[src/rtl/regfile_wb_queue.sv]
// Write-back staging queue ahead of the register file's single write port.
// Optional forwarding of the youngest queued data is enabled by WBQ_BYPASS_EN.
module regfile_wb_queue #(
  parameter int unsigned WIDTH  = 32,
  parameter int unsigned DEPTH  = 32,
  parameter int unsigned QDEPTH = 4,
  localparam int unsigned AW = $clog2(DEPTH),
  localparam int unsigned PW = $clog2(QDEPTH),
  localparam int unsigned CW = PW + 1
) (
  input  logic             clk,
  input  logic             rst,
  input  logic             a_valid,
  output logic             a_ready,
  input  logic [AW-1:0]    a_addr,
  input  logic [WIDTH-1:0] a_data,
  input  logic             b_valid,
  output logic             b_ready,
  input  logic [AW-1:0]    b_addr,
  input  logic [WIDTH-1:0] b_data,
  output logic             we0,
  output logic [AW-1:0]    wr_addr0,
  output logic [WIDTH-1:0] wr_din0,
  input  logic [AW-1:0]    rd_addr0,
  input  logic [AW-1:0]    rd_addr1,
  output logic             hz0,
  output logic             hz1,
`ifdef WBQ_BYPASS_EN
  output logic [WIDTH-1:0] fwd_data0,
  output logic [WIDTH-1:0] fwd_data1,
`endif
  output logic [CW-1:0]    count
);

  logic [AW-1:0]    r_addr [QDEPTH];
  logic [WIDTH-1:0] r_data [QDEPTH];
  logic [PW-1:0]    r_head;
  logic [PW-1:0]    r_tail;
  logic [CW-1:0]    r_count;

  logic [CW-1:0]     w_free;
  logic              w_a_push;
  logic              w_b_push;
  logic              w_pop;
  logic [PW-1:0]     w_b_slot;
  logic [QDEPTH-1:0] w_live;
  logic [QDEPTH-1:0] w_hit0;
  logic [QDEPTH-1:0] w_hit1;

  // Readiness looks only at registered occupancy; a slot freed by this cycle's pop is not reused.
  assign w_free   = CW'(QDEPTH) - r_count;
  assign a_ready  = !rst && (w_free >= CW'(1));
  assign b_ready  = !rst && ((w_free >= CW'(2)) || ((w_free >= CW'(1)) && !a_valid));
  assign w_a_push = a_valid && a_ready && (a_addr != '0);
  assign w_b_push = b_valid && b_ready && (b_addr != '0);
  assign w_pop    = (r_count != '0);
  assign w_b_slot = w_a_push ? r_tail + PW'(1) : r_tail;

  // Write port is suppressed during reset so flushed entries never land in the register file.
  assign we0      = w_pop && !rst;
  assign wr_addr0 = w_pop ? r_addr[r_head] : '0;
  assign wr_din0  = w_pop ? r_data[r_head] : '0;
  assign count    = r_count;

  always_ff @(posedge clk) begin
    if (rst) begin
      r_head  <= '0;
      r_tail  <= '0;
      r_count <= '0;
    end else begin
      r_head  <= r_head + PW'(w_pop);
      r_tail  <= r_tail + PW'(w_a_push) + PW'(w_b_push);
      r_count <= r_count + CW'(w_a_push) + CW'(w_b_push) - CW'(w_pop);
    end
  end

  // A is older than B, so it takes the tail slot first.
  always_ff @(posedge clk) begin
    if (w_a_push) begin
      r_addr[r_tail] <= a_addr;
      r_data[r_tail] <= a_data;
    end
    if (w_b_push) begin
      r_addr[w_b_slot] <= b_addr;
      r_data[w_b_slot] <= b_data;
    end
  end

  always_comb begin : p_match
    logic [PW-1:0] v_age;
    w_live = '0;
    w_hit0 = '0;
    w_hit1 = '0;
    v_age  = '0;
    for (int i = 0; i < QDEPTH; i++) begin
      v_age     = PW'(i) - r_head;
      w_live[i] = ({1'b0, v_age} < r_count);
      w_hit0[i] = w_live[i] && (r_addr[i] == rd_addr0);
      w_hit1[i] = w_live[i] && (r_addr[i] == rd_addr1);
    end
  end

  assign hz0 = (rd_addr0 != '0) && (|w_hit0);
  assign hz1 = (rd_addr1 != '0) && (|w_hit1);

`ifdef WBQ_BYPASS_EN
  // Walk oldest to youngest so the youngest match overrides.
  always_comb begin : p_fwd
    logic [PW-1:0] v_idx;
    fwd_data0 = '0;
    fwd_data1 = '0;
    v_idx     = '0;
    for (int k = 0; k < QDEPTH; k++) begin
      v_idx = r_head + PW'(k);
      if (hz0 && w_hit0[v_idx]) fwd_data0 = r_data[v_idx];
      if (hz1 && w_hit1[v_idx]) fwd_data1 = r_data[v_idx];
    end
  end
`endif

endmodule
[config.mk]
export PLATFORM = sky130hd
export DESIGN_NAME = regfile_wb_queue
export DESIGN_NICKNAME = d
export VERILOG_FILES = /design/src/rtl/regfile_wb_queue.sv
export SDC_FILE = /design/constraint.sdc
export NUM_CORES = 1
export LEC_CHECK = 0
export ABC_CLOCK_PERIOD_IN_PS = 3800
export BUFFER_PORTS_ARGS = -buffer_cell sky130_fd_sc_hd__clkbuf_2
export CORE_AREA = 8 8 159 161
export DETAILED_ROUTE_END_ITERATION = 7
export DIE_AREA = 0 0 167 169
export GPL_TIMING_DRIVEN = 0
export PLACE_DENSITY = 0.55
export SLEW_MARGIN = 0
export SYNTH_ARGS = -nofsm -noshare
export SYNTH_HDL_FRONTEND = slang
export SYNTH_SLANG_ARGS = --single-unit
[constraint.sdc]
create_clock -name clk -period 3.8 [get_ports clk]
set_input_delay 0.57 -clock clk [delete_from_list [all_inputs] [get_ports clk]]
set_output_delay 0.57 -clock clk [all_outputs]
set_load 0.005 [all_outputs]
* Yosys cells after proc, flatten, opt, wreduce, memory -nomap -nowiden
Memories as Yosys holds them, arrays and structs flattened. A register that Yosys moved wholly into a read port is not among the register bits. Cells that the tools add are included.
Word-level totals: bits in registers 7, bits in latches 0, RAM bits 148, bits in read-only memories 0, input bits 88, output and inout port bits 45, logic and storage cells 68, memories 2
Memory list:
- r_data | words 4, bits a word 32, rd ports 1, clocked after memory_dff 1, write ports 2, RTL line 36 | logic [WIDTH-1:0] r_data [QDEPTH];
- r_addr | words 4, bits a word 5, rd ports 5, clocked after memory_dff 1, write ports 2, RTL line 35 | logic [AW-1:0] r_addr [QDEPTH];
Operators by class: add/subtract/negate cells 12, multipliers 0, divide/modulo/power cells 0, $lt $le $gt $ge 6, equality and inequality tests 8, shift-type cells 0, mux-type cells 9, bitwise operators 0, reductions and logical operators 28
Operator list (number):
- 5-bit equality test | 8
- 32-bit 2-to-1 mux | 1
- 5-bit nonzero test | 4
- 1-bit logical AND | 18
- 2-bit by 3-bit < comparator with 1-bit output | 4
- 4-bit OR reduction | 2
- 2-bit by 1-bit adder with 2-bit output | 3
- 3-bit by 1-bit adder with 3-bit output | 2
- 2-bit 2-to-1 mux | 3
- 5-bit 2-to-1 mux | 1
- 1-bit 2-to-1 mux | 4
- 1-bit by 2-bit subtractor with 2-bit output, first input constant | 2
- 2-bit subtractor, first input constant | 2
- 3-bit by 1-bit >= comparator with 1-bit output, second input constant | 1
- 3-bit by 2-bit >= comparator with 1-bit output, second input constant | 1
- 3-bit nonzero test | 1
- 3-bit by 1-bit subtractor with 3-bit output | 1
- 3-bit subtractor, first input constant | 1
- 2-bit by 1-bit adder with 2-bit output, second input constant | 1
- 1-bit logical NOT | 2
- 1-bit logical OR | 1

* Longest topological paths before layout
depth after elaboration 9, gate-level depth with buffers 13, gate-level depth less buffers 13

* Worst setup path before layout
No wires, ideal clock.
path type reg2reg, start reg r_count[1] (netlist: count[1]), end mem r_addr[3][0] (netlist bit), enable pin, setup time 0.511 ns, arrival time 3.053 ns, data required time 3.289 ns, slack 0.236 ns, cell stages (with the launch flop) 13, path buffers 3, period minus slack after synthesis 3.564 ns, path through dfxtp_1 > inv_1 > ha_1 > ha_1 > or4b_1 > o211ai_4 > inv_2 > buf_6 > and3_4 > o21ai_2 > buf_6 > buf_12 > nand2_1
RTL lines:
- start, declared | RTL line 39 | logic [CW-1:0] r_count;
- start signal, assigned | RTL line 73 | r_count <= r_count + CW'(w_a_push) + CW'(w_b_push) - CW'(w_pop);
- end, declared | RTL line 35

==> results.md <==
- The area added between synthesis and finish is 18.8%.
- After synthesis the netlist holds a flip-flop and latch count of 155.
- The clock latency on the worst-skew pair is about 0.43 ns.
- Max-cap violations in this run came to 0.
- The most used flip-flop cell after synthesis is sky130_fd_sc_hd__edfxtp_1.
- The reg-to-reg critical path startpoint is count[1]$_SDFF_PP0_.
- Once the clock tree was built, the setup fixing pass inserted 0 buffers.
- The initial antenna violation count is 2.
- The H-tree was split into 4 levels.
- The share of the synthesized area in the top cell type is 0.495.
- The peak supply drop is slightly below 0.3 mV.
- CTS saw between 150 and 200 sinks.
- The start point of the worst hold path is a_data[10].
- The fmax is 282 MHz.
- The internal reg-to-reg setup slack is 0.26 ns.
- For the pin with the worst max-slew slack, the measured transition is approximately 0.95 ns.
- In the final routing, the length of wire on met1 measures 8940 um.
- The final number of max-transition violations is 0.
- The largest single stage delay on the critical path is roughly 0.53 ns.
- The count of mapped cells out of synthesis is about 560.
- Of all cell types, the one taking the most synthesized area is sky130_fd_sc_hd__edfxtp_1.
- The number of hold violations in the final report came to 0.
- The met3 wire length is between 1000 and 1500 um.
- The critical path launch point type is a register.
- Counting flops with an async set or reset pin after synthesis yields a share of 0.
- The fraction of the yosys area taken by sequential cells is 0.510.
- The length of the first detailed-routing pass in iterations is 4.
- Setup repair after global routing left no endpoint under its margin.
- Global routing finished with a remaining overflow of 0.
- The mean post-synth cell area is 16.0 um^2.
- The worst hold path passes through 2 cells.
- The total core area is approximately 23000 um^2.
- For the worst flop-to-flop path, the logic depth is 13.
- The proportion of layout cells with a drive suffix above 1 is 0.517.
- The end of the worst register-to-register path is r_data[1][4]$_DFFE_PP_.
- The max-slew headroom at the worst pin is 0.365.
- In the final routed layout, each cell accounts on average for ~22 um.
- The count of unique library cells instantiated by Yosys is just over 40.
- For this run, design rule violations remaining after detail routing come to 0.
- The worst hold path terminates at r_data[3][10]$_DFFE_PP_.
- The run finished with clean final reports.
- The via count of the first global-routing pass came to around 6000.
- Setup slack on the critical path of the routed design comes to ~0.26 ns.
- The routed design could run at a clock period as short as approximately 3.5 ns.
- The clock transition time at the flip-flop clock pins of the worst setup and hold paths is roughly 0.06 ns.
- Summed over all nets, wire length on met2 after detailed routing comes to between 10000 and 15000 um.
- For this block, the routed nets add up to ~22000 um of wire.
- In this run the cell area measured after placement is about 10000 um^2.
- The commonest cells after synthesis are sky130_fd_sc_hd__edfxtp_1 (148), sky130_fd_sc_hd__mux2_4 (76), sky130_fd_sc_hd__mux2_2 (72), sky130_fd_sc_hd__and2_1 (37), sky130_fd_sc_hd__mux4_2 (37).
- The setup path with the least slack is of type reg2reg.
- The count of routing violations after the opening detailed-route iteration is about 260.
- The number of ports placed on the die boundary is ~130.
- By area the synthesized netlist is led by sky130_fd_sc_hd__edfxtp_1 (49%), sky130_fd_sc_hd__mux2_4 (13%), sky130_fd_sc_hd__mux4_2 (9.3%).
- The endpoint required time on the critical path is between 3 and 4 ns.
- At the end of the flow the core is filled with cells to 0.466.
- Before CTS, the worst setup slack after placement is ~0.015 ns.
- The die covers approximately 28000 um^2.
- The overall via count from detail_route is 5246.
- The fill cell total of the finished layout is between 2000 and 2500.
- The die boundary width is between 150 and 200 um.
- The worst hold path belongs to the class in2reg.
- The warning count from the yosys run is 0.
- Clock tree synthesis selected as its root buffer the cell sky130_fd_sc_hd__clkbuf_16.
- Traced cell by cell, the critical path runs through inv_1 > ha_1 > ha_1 > or4b_1 > o211ai_4 > inv_2 > buf_6 > nor3_2 > o21ai_1 > buf_4 > buf_6 > nand2_4 > buf_12.
- After legalization and detailed placement, the total HPWL measured roughly 15000 um.
- The most used standard cell by instance count after synthesis is sky130_fd_sc_hd__edfxtp_1.
- The total of hold buffers inserted after clock tree synthesis is 0.
- STA classifies the critical path endpoint as a register.
- The post-synth design cell area is 8990 um^2.
- Data on the critical path arrives at its endpoint at ~3.7 ns.
- The remaining number of nets flagged by the antenna check after routing is 0.
- The initial standard-cell utilization of the core is 0.392.
- The slowest cell on the critical path is sky130_fd_sc_hd__or4b_1.
- The longest clock path from root to sink contains 2 buffers.
- In the finished design, the share of the clock period the worst path needs comes to 0.932.
- The total routing usage reported by global routing is 0.161.
- Setup violations remaining at the end of the flow were counted as 0.
- After detailed routing, no signal wire sits above met5.
- Clock skew on the completed layout was measured at 0.0132 ns.
- The floorplan has 56 rows.
- In the final design database the tool counted just over 800 nets.
- TritonCTS built the clock tree.
- Across all hold checks on the routed design, the worst slack comes to around 0.49 ns.
- Port buffering added between 100 and 150 buffers.
- The largest net degree at the start of global routing is 25.
- The summed area of non-filler cells in the final layout is about 11000 um^2.
- The number of nets in the synthesized netlist is about 670.
- The floorplan step set the die height to 169 um.
- The analysis attributes to cell leakage a power of 0.00415 uW.
- The clock buffer count from CTS is 17.
- Dividing total power by cell area gives a power density of ~650 nW/um^2.
- The first global-routing pass estimated around 34000 um of wire.
- The number of vias per cell after detailed routing is 5.18.
- The number of enable flip-flop cells after synthesis is between 100 and 150.
- In this run the worst path has a maximum fanout of 20.
- The final estimated routing congestion in global placement is approximately 0.88.
## per-layer routing
metal  track usage  vias up
li1              -     2444
met1         0.181     2657
met2         0.291      119
met3        0.0431       24
met4        0.0529        2
met5             0        -
## placed cells by master (no fill, tap or decap), types with 7 or more instances in the layout
cell and count:
sky130_fd_sc_hd__edfxtp_1 148, sky130_fd_sc_hd__clkbuf_2 123, sky130_fd_sc_hd__mux2_4 76, sky130_fd_sc_hd__mux2_2 72
sky130_fd_sc_hd__mux4_2 37, sky130_fd_sc_hd__and2_1 37, sky130_fd_sc_hd__xnor2_1 28, sky130_fd_sc_hd__clkbuf_1 19
sky130_fd_sc_hd__xor2_1 17, sky130_fd_sc_hd__clkbuf_16 17, sky130_fd_sc_hd__ha_1 14, sky130_fd_sc_hd__inv_1 11
sky130_fd_sc_hd__nor4_1 10, sky130_fd_sc_hd__buf_6 8, sky130_fd_sc_hd__nand3_1 8, sky130_fd_sc_hd__nor2_1 7
sky130_fd_sc_hd__dfxtp_1 7
## how the worst max path moves through the flow
stage | endpoint | cells after the start | slack [ns] | from
floorplan | r_addr[3][0]$_DFFE_PP_ | 12 | 0.24 | count[1]$_SDFF_PP0_
global placement | r_data[2][11]$_DFFE_PP_ | 11 | -1.06 | count[1]$_SDFF_PP0_
detailed placement | r_data[0][21]$_DFFE_PP_ | 13 | 0.02 | count[1]$_SDFF_PP0_
CTS | r_data[1][3]$_DFFE_PP_ | 13 | 0.001 | count[1]$_SDFF_PP0_
global route | hz0 | 11 | 0.01 | r_head[0]$_SDFF_PP0_
finish | r_data[1][4]$_DFFE_PP_ | 13 | 0.26 | count[1]$_SDFF_PP0_
## cell families after synthesis
kind of cell    Yosys count  share of synthesized area
compound gates           16                     0.0136
xor+xnor                 45                     0.0439
fa+ha+maj                17                     0.0262
buf+inv                  53                     0.0345
flops                   155                      0.510
mux                     185                      0.310
simple gates             92                     0.0617
## area by class of cell
type | count | area (um^2) | share of cell area
antenna | 1 | 2.50 | 0.000234
buffer | 41 | 268 | 0.0251
clock buffer | 18 | 429 | 0.0402
clock inverter | 14 | 170 | 0.0159
inverter | 12 | 45.0 | 0.00422
multi-input combinational | 355 | 4120 | 0.386
sequential | 155 | 4580 | 0.429
tap | 290 | 363 | 0.0340
timing repair buffer | 126 | 691 | 0.0647
## flip-flops by register name (all words and copies together), names as in the netlist
signal	cells
r_data	128
r_addr	20
count	3
r_head	2
r_tail	2
## critical path: cells and delay by family (launching register included)
family	cells	cell delay, ns
compound gates	2	0.27
fa+ha+maj	2	0.51
simple gates	3	0.92
flops	1	0.44
buf+inv	6	1.08
## stage by stage
stage / power [uW] / instances / TNS (ns)
3_5_place_dp: 5350 / 979 / 0
3_3_place_gp: 5270 / 975 / -147.47
4_1_cts: 7080 / 1011 / 0
5_1_grt: 7380 / 1012 / 0
6_report: 6960 / 1012 / 0
2_1_floorplan: 4280 / 563 / 0
## report_power, final
group          leakage [uW]  total, uW  internal (uW)  switching [uW]
Sequential          0.00141       2420           2280             139
Combinational       0.00246       2820           1400            1420
Clock              0.000284       1720           1030             686
Total               0.00415       6960           4720            2250
## what timing repair did
item,in CTS,in global routing
pin swaps,0,0
endpoints found under the setup margin,3,69
hold endpoints to repair,0,0
resized for setup,3,7
Note: power is estimated with default switching activity, not from simulation.
